[src/rtl/exwb_ctrl_pkg.sv]
// Shared types for the EX/WB hazard and redirect controller.
// Optional perf counters in the top are enabled by EXWB_CTRL_PERF_EN.
package exwb_ctrl_pkg;

    localparam int unsigned RW_DEF = 6;

    typedef enum logic {
        RUN   = 1'b0,
        FLUSH = 1'b1
    } state_e;

    typedef enum logic [1:0] {
        PC_INC = 2'd0,
        PC_ALU = 2'd1,
        PC_MEM = 2'd2
    } pc_src_e;

    // jumpmem takes priority over jump and branches when choosing the target.
    function automatic pc_src_e sel_target(input logic jumpmem);
        return jumpmem ? PC_MEM : PC_ALU;
    endfunction

endpackage

[src/rtl/exwb_hazard_cmp.sv]
// Read-after-write hazard detector: IF/ID sources against ID/EX and EX/WB destinations.
// No forwarding exists, so any match against a pending write is a hazard.
module exwb_hazard_cmp #(
    parameter int unsigned RW = 6
) (
    input  logic          i_id_rs_used,
    input  logic          i_id_rt_used,
    input  logic [RW-1:0] i_id_rs,
    input  logic [RW-1:0] i_id_rt,
    input  logic          i_ex_regwrt,
    input  logic [RW-1:0] i_ex_rd,
    input  logic          i_wb_regwrt,
    input  logic [RW-1:0] i_wb_rd,
    output logic          o_hazard
);

    logic w_rs_ex;
    logic w_rs_wb;
    logic w_rt_ex;
    logic w_rt_wb;

    // Register 0 is an ordinary register here, so it is compared like any other.
    assign w_rs_ex = i_id_rs_used & i_ex_regwrt & (i_id_rs == i_ex_rd);
    assign w_rs_wb = i_id_rs_used & i_wb_regwrt & (i_id_rs == i_wb_rd);
    assign w_rt_ex = i_id_rt_used & i_ex_regwrt & (i_id_rt == i_ex_rd);
    assign w_rt_wb = i_id_rt_used & i_wb_regwrt & (i_id_rt == i_wb_rd);

    assign o_hazard = w_rs_ex | w_rs_wb | w_rt_ex | w_rt_wb;

endmodule

[src/rtl/exwb_hazard_ctrl.sv]
// Pipeline sequencer: resolves EX/WB control transfer, redirects the PC, flushes younger
// stages and stalls IF/ID on RAW hazards. Define EXWB_CTRL_PERF_EN to add perf counters.
module exwb_hazard_ctrl
    import exwb_ctrl_pkg::*;
#(
    parameter int unsigned FLUSH_CYC = 2,
    parameter int unsigned RW        = RW_DEF
`ifdef EXWB_CTRL_PERF_EN
    ,
    parameter int unsigned PERF_W    = 32
`endif
) (
    input  logic          clk,
    input  logic          rst_n,
    input  logic          wb_n,
    input  logic          wb_z,
    input  logic          wb_brn,
    input  logic          wb_brz,
    input  logic          wb_jump,
    input  logic          wb_jumpmem,
    input  logic          wb_regwrt,
    input  logic [RW-1:0] wb_rd,
    input  logic          ex_regwrt,
    input  logic [RW-1:0] ex_rd,
    input  logic [RW-1:0] id_rs,
    input  logic [RW-1:0] id_rt,
    input  logic          id_rs_used,
    input  logic          id_rt_used,
    output logic          pc_load,
    output logic [1:0]    pc_src,
    output logic          flush_o,
    output logic          stall_o
`ifdef EXWB_CTRL_PERF_EN
    ,
    output logic [PERF_W-1:0] perf_taken,
    output logic [PERF_W-1:0] perf_stall
`endif
);

    localparam int unsigned CNT_W = (FLUSH_CYC > 1) ? $clog2(FLUSH_CYC) : 1;
    localparam logic [CNT_W-1:0] CNT_INIT = CNT_W'(FLUSH_CYC - 1);
    localparam logic [CNT_W-1:0] CNT_ONE  = CNT_W'(1);

    state_e           r_state;
    state_e           w_state_nxt;
    logic [CNT_W-1:0] r_cnt;
    logic [CNT_W-1:0] w_cnt_nxt;
    logic             r_pc_load;
    logic             w_pc_load_nxt;
    pc_src_e          r_pc_src;
    pc_src_e          w_pc_src_nxt;
    logic             r_flush;
    logic             w_flush_nxt;

    logic w_taken;
    logic w_hazard;
    logic w_redirect;
    logic w_stall;

    assign w_taken = wb_jump | wb_jumpmem | (wb_brz & wb_z) | (wb_brn & wb_n);

    exwb_hazard_cmp #(
        .RW (RW)
    ) u_hazard_cmp (
        .i_id_rs_used (id_rs_used),
        .i_id_rt_used (id_rt_used),
        .i_id_rs      (id_rs),
        .i_id_rt      (id_rt),
        .i_ex_regwrt  (ex_regwrt),
        .i_ex_rd      (ex_rd),
        .i_wb_regwrt  (wb_regwrt),
        .i_wb_rd      (wb_rd),
        .o_hazard     (w_hazard)
    );

    assign w_redirect = (r_state == RUN) & w_taken;
    // A redirect kills the stalled instruction anyway; rst_n keeps stall low during reset.
    assign w_stall    = rst_n & (r_state == RUN) & ~w_taken & w_hazard;

    always_comb begin
        w_state_nxt   = r_state;
        w_cnt_nxt     = r_cnt;
        w_pc_load_nxt = 1'b0;
        w_pc_src_nxt  = PC_INC;
        w_flush_nxt   = 1'b0;
        unique case (r_state)
            RUN: begin
                if (w_taken) begin
                    w_state_nxt   = FLUSH;
                    w_cnt_nxt     = CNT_INIT;
                    w_pc_load_nxt = 1'b1;
                    w_pc_src_nxt  = sel_target(wb_jumpmem);
                    w_flush_nxt   = 1'b1;
                end
            end
            FLUSH: begin
                // Branch flags seen here belong to flushed instructions and are ignored.
                if (r_cnt == '0) begin
                    w_state_nxt = RUN;
                end else begin
                    w_cnt_nxt   = r_cnt - CNT_ONE;
                    w_flush_nxt = 1'b1;
                end
            end
            default: begin
                w_state_nxt = RUN;
            end
        endcase
    end

    always_ff @(posedge clk or negedge rst_n) begin
        if (!rst_n) begin
            r_state   <= RUN;
            r_cnt     <= '0;
            r_pc_load <= 1'b0;
            r_pc_src  <= PC_INC;
            r_flush   <= 1'b0;
        end else begin
            r_state   <= w_state_nxt;
            r_cnt     <= w_cnt_nxt;
            r_pc_load <= w_pc_load_nxt;
            r_pc_src  <= w_pc_src_nxt;
            r_flush   <= w_flush_nxt;
        end
    end

    assign pc_load = r_pc_load;
    assign pc_src  = r_pc_src;
    assign flush_o = r_flush;
    assign stall_o = w_stall;

`ifdef EXWB_CTRL_PERF_EN
    localparam logic [PERF_W-1:0] PERF_ONE = PERF_W'(1);

    logic [PERF_W-1:0] r_perf_taken;
    logic [PERF_W-1:0] r_perf_stall;

    // Both counters saturate at all-ones rather than wrapping.
    always_ff @(posedge clk or negedge rst_n) begin
        if (!rst_n) begin
            r_perf_taken <= '0;
            r_perf_stall <= '0;
        end else begin
            if (w_redirect && (r_perf_taken != '1)) begin
                r_perf_taken <= r_perf_taken + PERF_ONE;
            end
            if (w_stall && (r_perf_stall != '1)) begin
                r_perf_stall <= r_perf_stall + PERF_ONE;
            end
        end
    end

    assign perf_taken = r_perf_taken;
    assign perf_stall = r_perf_stall;
`else
    logic w_unused_redirect;
    assign w_unused_redirect = w_redirect;
`endif

endmodule
[config.mk]
export PLATFORM = sky130hd
export DESIGN_NAME = exwb_hazard_ctrl
export DESIGN_NICKNAME = d
export VERILOG_FILES = /design/src/rtl/exwb_ctrl_pkg.sv /design/src/rtl/exwb_hazard_cmp.sv /design/src/rtl/exwb_hazard_ctrl.sv
export SDC_FILE = /design/constraint.sdc
export NUM_CORES = 1
export LEC_CHECK = 0
export CORE_UTILIZATION = 25
export CTS_CLUSTER_DIAMETER = 30
export DETAILED_ROUTE_END_ITERATION = 10
export PLACE_DENSITY = 0.72
export SLEW_MARGIN = 30
export SYNTH_ARGS = -nofsm -noshare
export SYNTH_HDL_FRONTEND = slang
export SYNTH_SLANG_ARGS = --single-unit
[constraint.sdc]
create_clock -name clk -period 3.7 [get_ports clk]
set_clock_uncertainty 0.2 [all_clocks]
set_input_delay 0.74 -clock clk [delete_from_list [all_inputs] [get_ports clk]]
set_output_delay 0.74 -clock clk [all_outputs]
set_load 0.03 [all_outputs]
After elaboration in Yosys (flattened, before gate mapping)
Index checks and enable logic that the tools add are counted.
- input bits: 36
- register bits after elaboration: 5
- word-level logic and storage cells: 41
- output and inout port bits: 5
- bitwise gates (word level): 21
- eq/ne operators: 5
- mux-type cells: 10
- add/subtract/negate cells: 1
- operator list (operator ; number):
    $eq 6x6->1 ; 4
    $and 1x1->1 ; 13
    $mux 2 ; 3
    $or 1x1->1 ; 6
    $mux 1 ; 5
    $pmux 1 s2 ; 2
    $ne 2x2->1 const B ; 1
    $not 1->1 ; 2
    $sub 1x1->1 const B ; 1

Depth between registers and ports, before layout
Gate-level depths: netlist of run 1.
- depth after elaboration: 6
- gate-level depth with buffers: 5
- gate-level depth less buffers: 5

Cells and area by module
From an unflattened synthesis of run 1, not the netlist that was laid out.
- cell total of the unflattened synthesis: 54
- area total of the unflattened synthesis: 484.2 µm²
- modules (own cells, without submodules) (module ; area an instance (µm²) ; cells an instance ; sequential area each (µm²) ; times used):
    exwb_hazard_cmp ; 281.5 ; 37 ; 0.0 ; 1
    exwb_hazard_ctrl ; 202.7 ; 17 ; 125.1 ; 1

Worst setup path after synthesis of run 1
OpenSTA, ideal clock, no wires.
- kind: input-to-output
- start point: in ex_rd[5]
- end point: out stall_o
- buffers on the path: 0
- data required time: 2.760 ns
- data arrival time: 1.690 ns
- path slack: 1.070 ns
- stages: 5
- cell sequence: xnor2_1 nand3_1 nor4_1 nor4_1 and4bb_2
- longest elaborated chain between the ends: 6
- elaborated cells between the ends (all ways): 8
- classes of those cells: 2 x eq/ne; 6 x bitwise
- ends and longest elaborated chain (what ; line ; source):
    start, declared ; exwb_hazard_ctrl.sv:24 ; input logic [RW-1:0] ex_rd,
    $eq 6x6->1 ; exwb_hazard_cmp.sv:23 ; assign w_rs_ex = i_id_rs_used & i_ex_regwrt & (i_id_rs == i_ex_rd);
    $and 1x1->1 ; exwb_hazard_cmp.sv:23 ;
    $or 1x1->1 ; exwb_hazard_cmp.sv:28 ; assign o_hazard = w_rs_ex | w_rs_wb | w_rt_ex | w_rt_wb;
    $or 1x1->1 * (2 in a row) ; exwb_hazard_cmp.sv:28 ;
    $and 1x1->1 * ; exwb_hazard_ctrl.sv:78 ; assign w_stall = rst_n & (r_state == RUN) & ~w_taken & w_hazard;
    end, declared ; exwb_hazard_ctrl.sv:32 ; output logic stall_o
Every way passes the cells marked *; elsewhere a longest branch is shown, timed or not.

Final worst setup path of run 1
- start point: in wb_rd[0]
- end point: out stall_o
- longest elaborated chain between the ends: 6
- elaborated cells between the ends (all ways): 8
- classes of those cells: 2 x eq/ne; 6 x bitwise
- ends and longest elaborated chain (what ; line ; source):
    start, declared ; exwb_hazard_ctrl.sv:22 ; input logic [RW-1:0] wb_rd,
    $eq 6x6->1 ; exwb_hazard_cmp.sv:24 ; assign w_rs_wb = i_id_rs_used & i_wb_regwrt & (i_id_rs == i_wb_rd);
    $and 1x1->1 ; exwb_hazard_cmp.sv:24 ;
    $or 1x1->1 (2 in a row) ; exwb_hazard_cmp.sv:28 ;
    $or 1x1->1 * ; exwb_hazard_cmp.sv:28 ;
    $and 1x1->1 * ; exwb_hazard_ctrl.sv:78 ;
Marked as above.

==> results.toml, run 1 <==
[place]
post_dp_cell_area_sq_um = 896
routabilityCongestion = 0.740
port_buffers = 40
dp_cells = 116
place_hpwl_mm = 1.12

[yosys]
seq_area_frac_synth = 0.268
ys_top_cells_by_area = "xnor2_1 (30%), dfrtp_1 (27%), xor2_1 (15%)"
syn_inst = 51
yosys.cell_types.count = 13
synth_top_family_by_area = "XOR/XNOR gates"
synth_simple_gate_area_frac = 0.212
synth_fp_nets = 87
ys_warn_count = 0
synthXorXnorAreaFrac = 0.450
netlist_area_sq_um = 467
yosysMostFrequentCell = "xnor2_1"
synthFlopType = "dfrtp_1"
synthAdderAreaFrac = 0
yosys.area.top_type = "xnor2_1"
synth_common_cells = "xnor2_1 (16), nand3_1 (8), xor2_1 (8)"
synth_compound_area_frac = 0.0402
async_flop_share = 1.00
postSynthAreaPerCell_sq_um = 9.15
synth-edff-count = 0
synthMuxAreaShare = 0.0214
yosysTopAreaCellShare = 0.300
ys_ff_latch = 5

[timing]
min_period_ns = 3.24
finalHoldViolCount = 0
clock.fmax_ghz = 0.309
slew_violations = 0
rsz0062_at_grt = "false"
tns_ns = 0
setup_viol = 0
relSlewSlack = 0.782
hold_ws_ns = 0.310
tightest_slew_ns = 0.327
fin_crit_sh = 0.875

[critical_path]
cp_slowest_cell = "clkdlybuf4s50_1"
r2r-start = "flush_o"
cpMostUsedCell = "nor4_1"
critPathLaunchType = "input pin"
path_cells = "clkdlybuf4s50_1 -> xnor2_1 -> nand3_1 -> nor4_1 -> nor4_1 -> and4bb_2 -> buf_4"
max_stage_delay_ns = 0.51
crit_path_end_kind = "primary output"
reg2reg_slack_ns = 2.76
cp_max_fo = 2
worstPathArrival_ns = 2.30
critical_path_required_ns = 2.76
r2r-end = "flush_o"
crit_type = "input pin to primary output"
r2r_cells = 1

[clock_network]
cts_tree = "yes"
clk_pin_slew_worst_paths_ns = 0.04
cts.sinks = 5
numCtsBuffers = 3
clock_latency_ns = 0.24
htree_levels = 1
cts_resized = 0
post_cts_buffers = 0
cts_hold_buffers = 0
cts_buffer_depth = 2
root_buffer = "clkbuf_4"

[global_route]
grt_pass1_vias = 524
overflow = 0
grt_pass1_wl_mm = 1.84
antenna_found_initial = 0
grt_max_degree = 8
grt_use_total = 0.127

[routing]
viasPerCell = 4.47
top_layer = "met4"
met1_length_um = 420
dr.pass1.iters = 2
routed_wl_mm = 1.23
met2WireLength_um = 657
route.detailed.drc = 0
num_vias = 536
wl_per_cell_um = 10.2
dr.first_iter.drc_count = 4
postRouteAntennaNets = 0
met3_length_um = 129

[power_and_ir_drop]
internal_power_w = 0.000203
ir_drop_mv = 0.299
p_sw_w = 0.000108
p_leak_nw = 0.339
clockPowerShare = 0.201
swShare = 0.347
p_comb_frac = 0.507
p_seq_frac = 0.292
p_per_area_nw_per_um2 = 338

[final_layout]
fin_cells = 120
postLayoutCellArea_sq_um = 922
nets = 132
antennaDiodeCount = 0
area_growth_pct = 97.6
layout-drive-gt1-share = 0.0526

[flow_run]
cap_violations = 0

[floorplanning]
rows = 15
initial_core_util = 0.267
core_area_sq_um = 1750
die-area_sq_um = 2040
die_w_um = 45.2
fp.dieH_um = 45.2
io_pins = 41

[worst_hold_path]
hp-class = "register to register"
hold_start = "r_cnt"
hold_end = "r_cnt"
worstHoldPathCells = 2

[outcome]
status = "completed"
metrics by stage:
stage	power, W	utilization	worst slack [ns]
2_1_floorplan	0.000164	-	1.07
3_3_place_gp	0.000249	0.513	0.438
3_5_place_dp	0.000251	0.513	0.440
4_1_cts	0.000316	0.528	0.436
5_1_grt	0.000334	0.528	0.330
6_report	0.000311	0.528	0.461
per-layer routing:
metal,track usage,up-vias
li1,-,266
met4,0.0727,0
met3,0.0320,2
met1,0.117,241
met2,0.246,27
met5,0,-
power groups by stage:
stage          clock [W]  sequential, W  combinational, W
3_5_place_dp           0      0.0000919          0.000159
5_1_grt        0.0000690      0.0000957          0.000169
2_1_floorplan          0       0.000122         0.0000415
4_1_cts        0.0000647      0.0000915          0.000160
6_report       0.0000626      0.0000909          0.000158
3_3_place_gp           0      0.0000908          0.000158
area by class of cell:
type                            instances  area, sq um
Clock buffer                            4         26.3
Fill cell                             175          823
Inverter                                1         3.75
Multi-Input combinational cell         45          338
Sequential cell                         5          125
Tap cell                               25         31.3
Timing Repair Buffer                   40          398
kinds of logic after synthesis:
family / after synthesis
xor+xnor: 24
simple gates: 17
flops: 5
compound gates: 3
mux: 1
buf+inv: 1
worst max-delay path, delay by kind of cell:
kind | cells | cell delay [ns]
simple gates | 4 | 0.77
buf+inv | 2 | 0.66
xor+xnor | 1 | 0.13
registers in the layout, summed over array words and instances, names as in the netlist:
name / cells
pc_load: 1
r_cnt: 1
pc_src: 2
flush_o: 1
cell usage in the layout (no fill, tap or decap):
cell type | netlist | final
a211o_1 | 1 | 1
a21oi_1 | 2 | 2
and4bb_2 | 1 | 1
buf_4 | 0 | 1
clkbuf_1 | 0 | 1
clkbuf_4 | 0 | 3
clkdlybuf4s50_1 | 0 | 39
dfrtp_1 | 5 | 5
inv_1 | 1 | 1
mux2i_1 | 1 | 1
nand3_1 | 8 | 8
nor2_1 | 1 | 1
nor2b_1 | 1 | 1
nor3_1 | 1 | 1
nor4_1 | 5 | 5
xnor2_1 | 16 | 16
xor2_1 | 8 | 8
worst max-delay path by stage:
| stage | start | to | slack (ns) | cells after the start |
|---|---|---|---|---|
| 2_1_floorplan | ex_rd[5] | stall_o | 1.07 | 5 |
| 3_3_place_gp | ex_rd[3] | stall_o | 0.44 | 7 |
| 3_5_place_dp | id_rs[5] | stall_o | 0.44 | 7 |
| 4_1_cts | id_rs[5] | stall_o | 0.44 | 7 |
| 5_1_grt | ex_rd[3] | stall_o | 0.33 | 7 |
| 6_report | wb_rd[0] | stall_o | 0.46 | 7 |
No activity file was read; power rests on OpenSTA's default activity.
==> inputs of run 2 (changes only) <==
Settings changed: PLACE_DENSITY 0.72 to 0.71, SYNTH_HIERARCHICAL set to 1.
==> run 2 against run 1 <==
Effect of this change:
- clock-buffer cell count did not move
- non-clock buffer count unchanged
- die area increased by 3.6%
- routed wire length grew 6.8%
- total power grew 0.48%
- via count increased by 4.9%
- sequential power hardly changed
- largest cell class unchanged
- largest power group unchanged
- highest routed layer is now met3
==> results.toml, run 2 <==
[place]
preCtsSetupSlack_ns = 0.377
routabilityCongestion = 0.784
port_buffers = 40
post_dp_cell_area_sq_um = 913

[timing]
tightest_slew_ns = 0.306
worst_slack_ns = 0.344
slew_violations = 0
fin_crit_sh = 0.907
hold_ws_ns = 0.343
setup_viol = 0
clock.fmax_ghz = 0.298
relSlewSlack = 0.794
rsz0062_at_grt = "false"
tns_ns = 0
finalHoldViolCount = 0
min_period_ns = 3.36

[critical_path]
cp_max_fo = 2
crit_buf_inv = 2
worstPathArrival_ns = 2.42
crit_path_end_kind = "primary output"
crit_type = "input pin to primary output"
crit_path_start = "id_rs[2]"
cpMostUsedCell = "nand4_1"
cp_slowest_cell = "clkdlybuf4s50_1"
max_stage_delay_ns = 0.45
path_cells = "clkdlybuf4s50_1 -> xor2_1 -> nor4_1 -> nand4_1 -> nand4_1 -> and3b_1 -> and3_1 -> buf_4"
r2r-start = "flush_o"
critical_path_required_ns = 2.76
critPathLaunchType = "input pin"
path_delay_family = "simple AND/OR/NAND/NOR gates"

[routing]
num_vias = 562
route.detailed.drc = 0
postRouteAntennaNets = 0
viasPerCell = 4.57
wl_per_cell_um = 10.7
routed_wl_mm = 1.31
dr.pass1.iters = 6
dr.first_iter.drc_count = 7

[yosys]
synth_compound_area_frac = 0.0724
async_flop_share = 1.00
ys_top_cells_by_area = "dfrtp_1 (26%), xnor2_1 (22%), xor2_1 (22%)"
synth_fp_nets = 90
yosys.cell_types.count = 15
postSynthAreaPerCell_sq_um = 8.97
syn_inst = 54
seq_area_frac_synth = 0.258
synthXorXnorAreaFrac = 0.434
synthFlopType = "dfrtp_1"
synthAdderAreaFrac = 0
synthMuxAreaShare = 0
yosys.area.top_type = "dfrtp_1"
ys_ff_latch = 5
synth-edff-count = 0
ys_warn_count = 6
netlist_area_sq_um = 484
synth_simple_gate_area_frac = 0.235
synth_top_family_by_area = "XOR/XNOR gates"
synth_common_cells = "xnor2_1 (12), xor2_1 (12), dfrtp_1 (5), nand4_1 (5)"
yosysTopAreaCellShare = 0.258

[global_route]
overflow = 0
grt_max_degree = 9
grt_pass1_vias = 498
grt_pass1_wl_mm = 2.00
grt_use_total = 0.135
antenna_found_initial = 0

[floorplanning]
core_area_sq_um = 1760
io_pins = 41
rows = 15
die-area_sq_um = 2120
die_w_um = 46.0
initial_core_util = 0.274
fp.dieH_um = 46.0

[clock_network]
cts_hold_buffers = 0
numCtsBuffers = 3
clk_pin_slew_worst_paths_ns = 0.04
cts_buffer_depth = 2
post_cts_buffers = 0
root_buffer = "clkbuf_4"
clock_latency_ns = 0.24
htree_levels = 1
cts.sinks = 5
cts_resized = 0
cts_tree = "yes"

[power_and_ir_drop]
p_leak_nw = 0.362
p_per_area_nw_per_um2 = 333
ir_drop_mv = 0.181

[worst_hold_path]
hold_start = "r_cnt"
hp-class = "register to register"

[final_layout]
final_common_cell = "clkdlybuf4s50_1"
layout-drive-gt1-share = 0.0510
area_growth_pct = 94.1
largest_reg_flops = 2
nets = 135
antennaDiodeCount = 0
most-common-layout-cells = "clkdlybuf4s50_1 (39), xnor2_1 (12), xor2_1 (12)"
multi_input_area_sq_um = 359
regArea_sq_um = 125
postLayoutCellArea_sq_um = 940
fillers = 180

[outcome]
status = "completed"

[flow_run]
cap_violations = 0
-- run 2: cell count changes in the layout (fill, tap and decap cells not counted), sizes merged, moves of 4 or more --
cell | before | now
nand4 | 0 | 5
xnor2 | 16 | 12
nand2 | 0 | 4
nand3 | 8 | 0
xor2 | 8 | 12
-- run 2: final cells by class --
class | instances | area share
multi-input combinational | 49 | 0.382
sequential | 5 | 0.133
clock buffer | 4 | 0.0280
tap | 25 | 0.0333
timing repair buffer | 40 | 0.423
-- run 2: worst paths after layout --
kind	endpoint	slack [ns]	cells past startpoint
worst min-delay path	flush_o	0.34	2
worst min register to register	flush_o	0.34	2
worst max register to register	flush_o	2.63	2
worst max-delay path	stall_o	0.34	8
min in group asynchronous	flush_o	0.53	1
max in group asynchronous	pc_src[0]	2.56	1
-- run 2: per-layer routing --
metal | part of all wire | vias up | track usage
met3 | 0.098 | 0 | 0.0397
met5 | 0 | - | 0
met4 | 0 | 0 | 0.0529
met1 | 0.42 | 248 | 0.176
met2 | 0.48 | 33 | 0.206
li1 | - | 281 | -
-- run 2: tightest hold or removal path, stage by stage (launching register included) --
cell	delay (ns)
dfrtp_1	0.34
nor2b_1	0.05
a21oi_1	0.11
-- run 2: where the power goes --
part,total (W),leakage (nW),switching (W),internal (W)
clock,0.0000615,0.0150,0.0000208,0.0000407
combinational,0.000160,0.285,0.0000735,0.0000868
sequential,0.0000910,0.0622,0.0000150,0.0000760
total,0.000313,0.362,0.000109,0.000204
-- run 2: kinds of logic (layout without fill, tap and decap cells) --
group	Yosys count	in the layout
AOI/OAI and AO/OA	5	5
xor gates and xnor gates	24	24
buffers and inverters	0	44
DFF	5	5
and+or+nand+nor	20	20
-- run 2: per-stage QoR --
step | total power [W] | utilization | std cells
after floorplan | 0.000164 | - | 54
after global placement | 0.000250 | 0.518 | 119
after detailed placement | 0.000253 | 0.518 | 119
after CTS | 0.000317 | 0.533 | 123
after global routing | 0.000334 | 0.533 | 123
final | 0.000313 | 0.533 | 123
==> inputs of run 3 (changes only) <==
Settings changed: ABC_AREA set to 1, PLACE_DENSITY 0.71 to 0.65.
==> run 3 against run 2 <==
Effect of this change:
- critical endpoint unchanged
- core utilization decreased by 5.3 points
- highest routed layer is now met4
- sequential power decreased by 2.2%
- non-clock buffer count unchanged
==> results.toml, run 3 <==
[timing]
min_period_ns = 3.21
tightest_slew_ns = 0.322
rsz0062_at_grt = "false"
setup_viol = 0
hold_ws_ns = 0.289
finalHoldViolCount = 0
clock.fmax_ghz = 0.311
fin_crit_sh = 0.868
relSlewSlack = 0.785
tns_ns = 0
slew_violations = 0

[floorplanning]
die-area_sq_um = 2750
fp.dieH_um = 52.5
io_pins = 41
initial_core_util = 0.277
die_w_um = 52.5
core_area_sq_um = 2300
rows = 17

[yosys]
synth-edff-count = 0
synthFlopType = "dfrtp_1"
yosys.area.top_type = "nand2_1"
seq_area_frac_synth = 0.196
ys_top_cells_by_area = "nand2_1 (32%), dfrtp_1 (20%), inv_1 (15%)"
yosysMostFrequentCell = "nand2_1"
ys_ff_latch = 5
yosysTopAreaCellShare = 0.318
synth_common_cells = "nand2_1 (54), inv_1 (26), nor2_1 (21)"
syn_inst = 128
async_flop_share = 1.00
synth_fp_nets = 164
postSynthAreaPerCell_sq_um = 4.98
yosys.cell_types.count = 12
netlist_area_sq_um = 637
ys_warn_count = 6

[clock_network]
cts_resized = 0
clock_latency_ns = 0.25
clk_pin_slew_worst_paths_ns = 0.04
cts_hold_buffers = 0
cts.sinks = 5
cts_tree = "yes"
cts_buffer_depth = 2
numCtsBuffers = 3
post_cts_buffers = 0
root_buffer = "clkbuf_4"
htree_levels = 1

[power_and_ir_drop]
p_per_area_nw_per_um2 = 299
ir_drop_mv = 0.245
totalPowerFinal_w = 0.000329
p_leak_nw = 0.607

[worst_hold_path]
hold_end = "flush_o"
hold_start = "r_cnt"
hp-class = "register to register"
worstHoldPathCells = 2

[routing]
viasPerCell = 4.20
postRouteAntennaNets = 0
num_vias = 840
top_layer = "met4"
met3_length_um = 157
met2WireLength_um = 852
routed_wl_mm = 1.83
met1_length_um = 815
dr.first_iter.drc_count = 23
wl_per_cell_um = 9.17
dr.pass1.iters = 4
route.detailed.drc = 0

[critical_path]
critPathLaunchType = "input pin"
r2r_cells = 3
worstPathArrival_ns = 2.27
reg2reg_slack_ns = 2.77
cp_max_fo = 3
r2r-start = "flush_o"
critical_path_required_ns = 2.76
r2r-end = "flush_o"
crit_buf_inv = 3
cp_slowest_cell = "clkdlybuf4s50_1"
crit_type = "input pin to primary output"
path_cells = "clkdlybuf4s50_1 -> inv_1 -> nand2_1 -> o21ai_1 -> nor2_1 -> nand2_1 -> nor2_1 -> nor2_1 -> nand2_1 -> nand3_1 -> nor2_1 -> dlymetal6s2s_1"
max_stage_delay_ns = 0.51
cpMostUsedCell = "nor2_1"
path_delay_family = "buffers and inverters"
crit_path_end_kind = "primary output"

[global_route]
overflow = 0
antenna_found_initial = 0
grt_max_degree = 7
grt_use_total = 0.156
grt_pass1_wl_mm = 3.08
grt_pass1_vias = 782

[final_layout]
largest_reg_flops = 2
most-common-layout-cells = "nand2_1 (54), clkdlybuf4s50_1 (39), inv_1 (26)"
fin_cells = 200
nets = 209
layout-drive-gt1-share = 0.0465
final_common_cell = "nand2_1"
area_growth_pct = 72.9
fillers = 255
antennaDiodeCount = 0

[flow_run]
cap_violations = 0

[place]
place_hpwl_mm = 1.59
port_buffers = 40
routabilityCongestion = 0.773
dp_cells = 196

[outcome]
status = "completed"
## run 3: cell count changes in the layout (fill, tap and decap cells not counted), moves of 5 or more
cell,change
nand3_1,+5
xor2_1,-12
nor2_1,+20
xnor2_1,-8
inv_1,+26
nand2_1,+50
nand4_1,-5
## run 3: worst max-delay path by stage
stage               startpoint       to  depth (start not counted)
detailed placement    ex_rd[2]  stall_o                         11
finish                id_rs[5]  stall_o                         12
CTS                   id_rs[5]  stall_o                         12
floorplan             ex_rd[2]  stall_o                          9
global placement      ex_rd[3]  stall_o                         10
global route          wb_rd[3]  stall_o                         12
## run 3: area by class of cell
cell class | instances | area, sq um | area share
multi-input combinational | 96 | 410 | 0.373
clock buffer | 4 | 26.3 | 0.0239
inverter | 27 | 101 | 0.0920
timing repair buffer | 40 | 403 | 0.366
sequential | 5 | 125 | 0.114
tap | 28 | 35.0 | 0.0318
## run 3: worst register-to-register path, delay by kind of cell, from the launching register on
family	cells	cell delay [ns]
buf+inv	1	0.08
flops	1	0.40
simple gates	2	0.14
## run 3: where the power goes
part | internal [W] | switching [W]
logic | 0.0000841 | 0.0000892
registers | 0.0000767 | 0.0000123
clock network | 0.0000410 | 0.0000255
## run 3: layer usage
metal	GRT usage	vias to the layer above
li1	-	460
met3	0.0638	2
met4	0.0614	0
met1	0.181	346
met5	0	-
met2	0.253	32
## run 3: logic make-up (layout without fill, tap and decap cells)
family	count (synthesis)	after routing	share of synthesized area
xor+xnor	4	4	0.0550
buf+inv	27	71	0.159
flops	5	5	0.196
compound gates	8	8	0.0629
simple gates	84	84	0.527
## run 3: per-stage QoR
stage	area [sq um]	setup WS (ns)	utilization
3_3_place_gp	1070	0.112	0.467
2_1_floorplan	637	1.09	-
4_1_cts	1100	0.104	0.478
5_1_grt	1100	0.315	0.479
6_report	1100	0.487	0.479
3_5_place_dp	1070	0.111	0.467
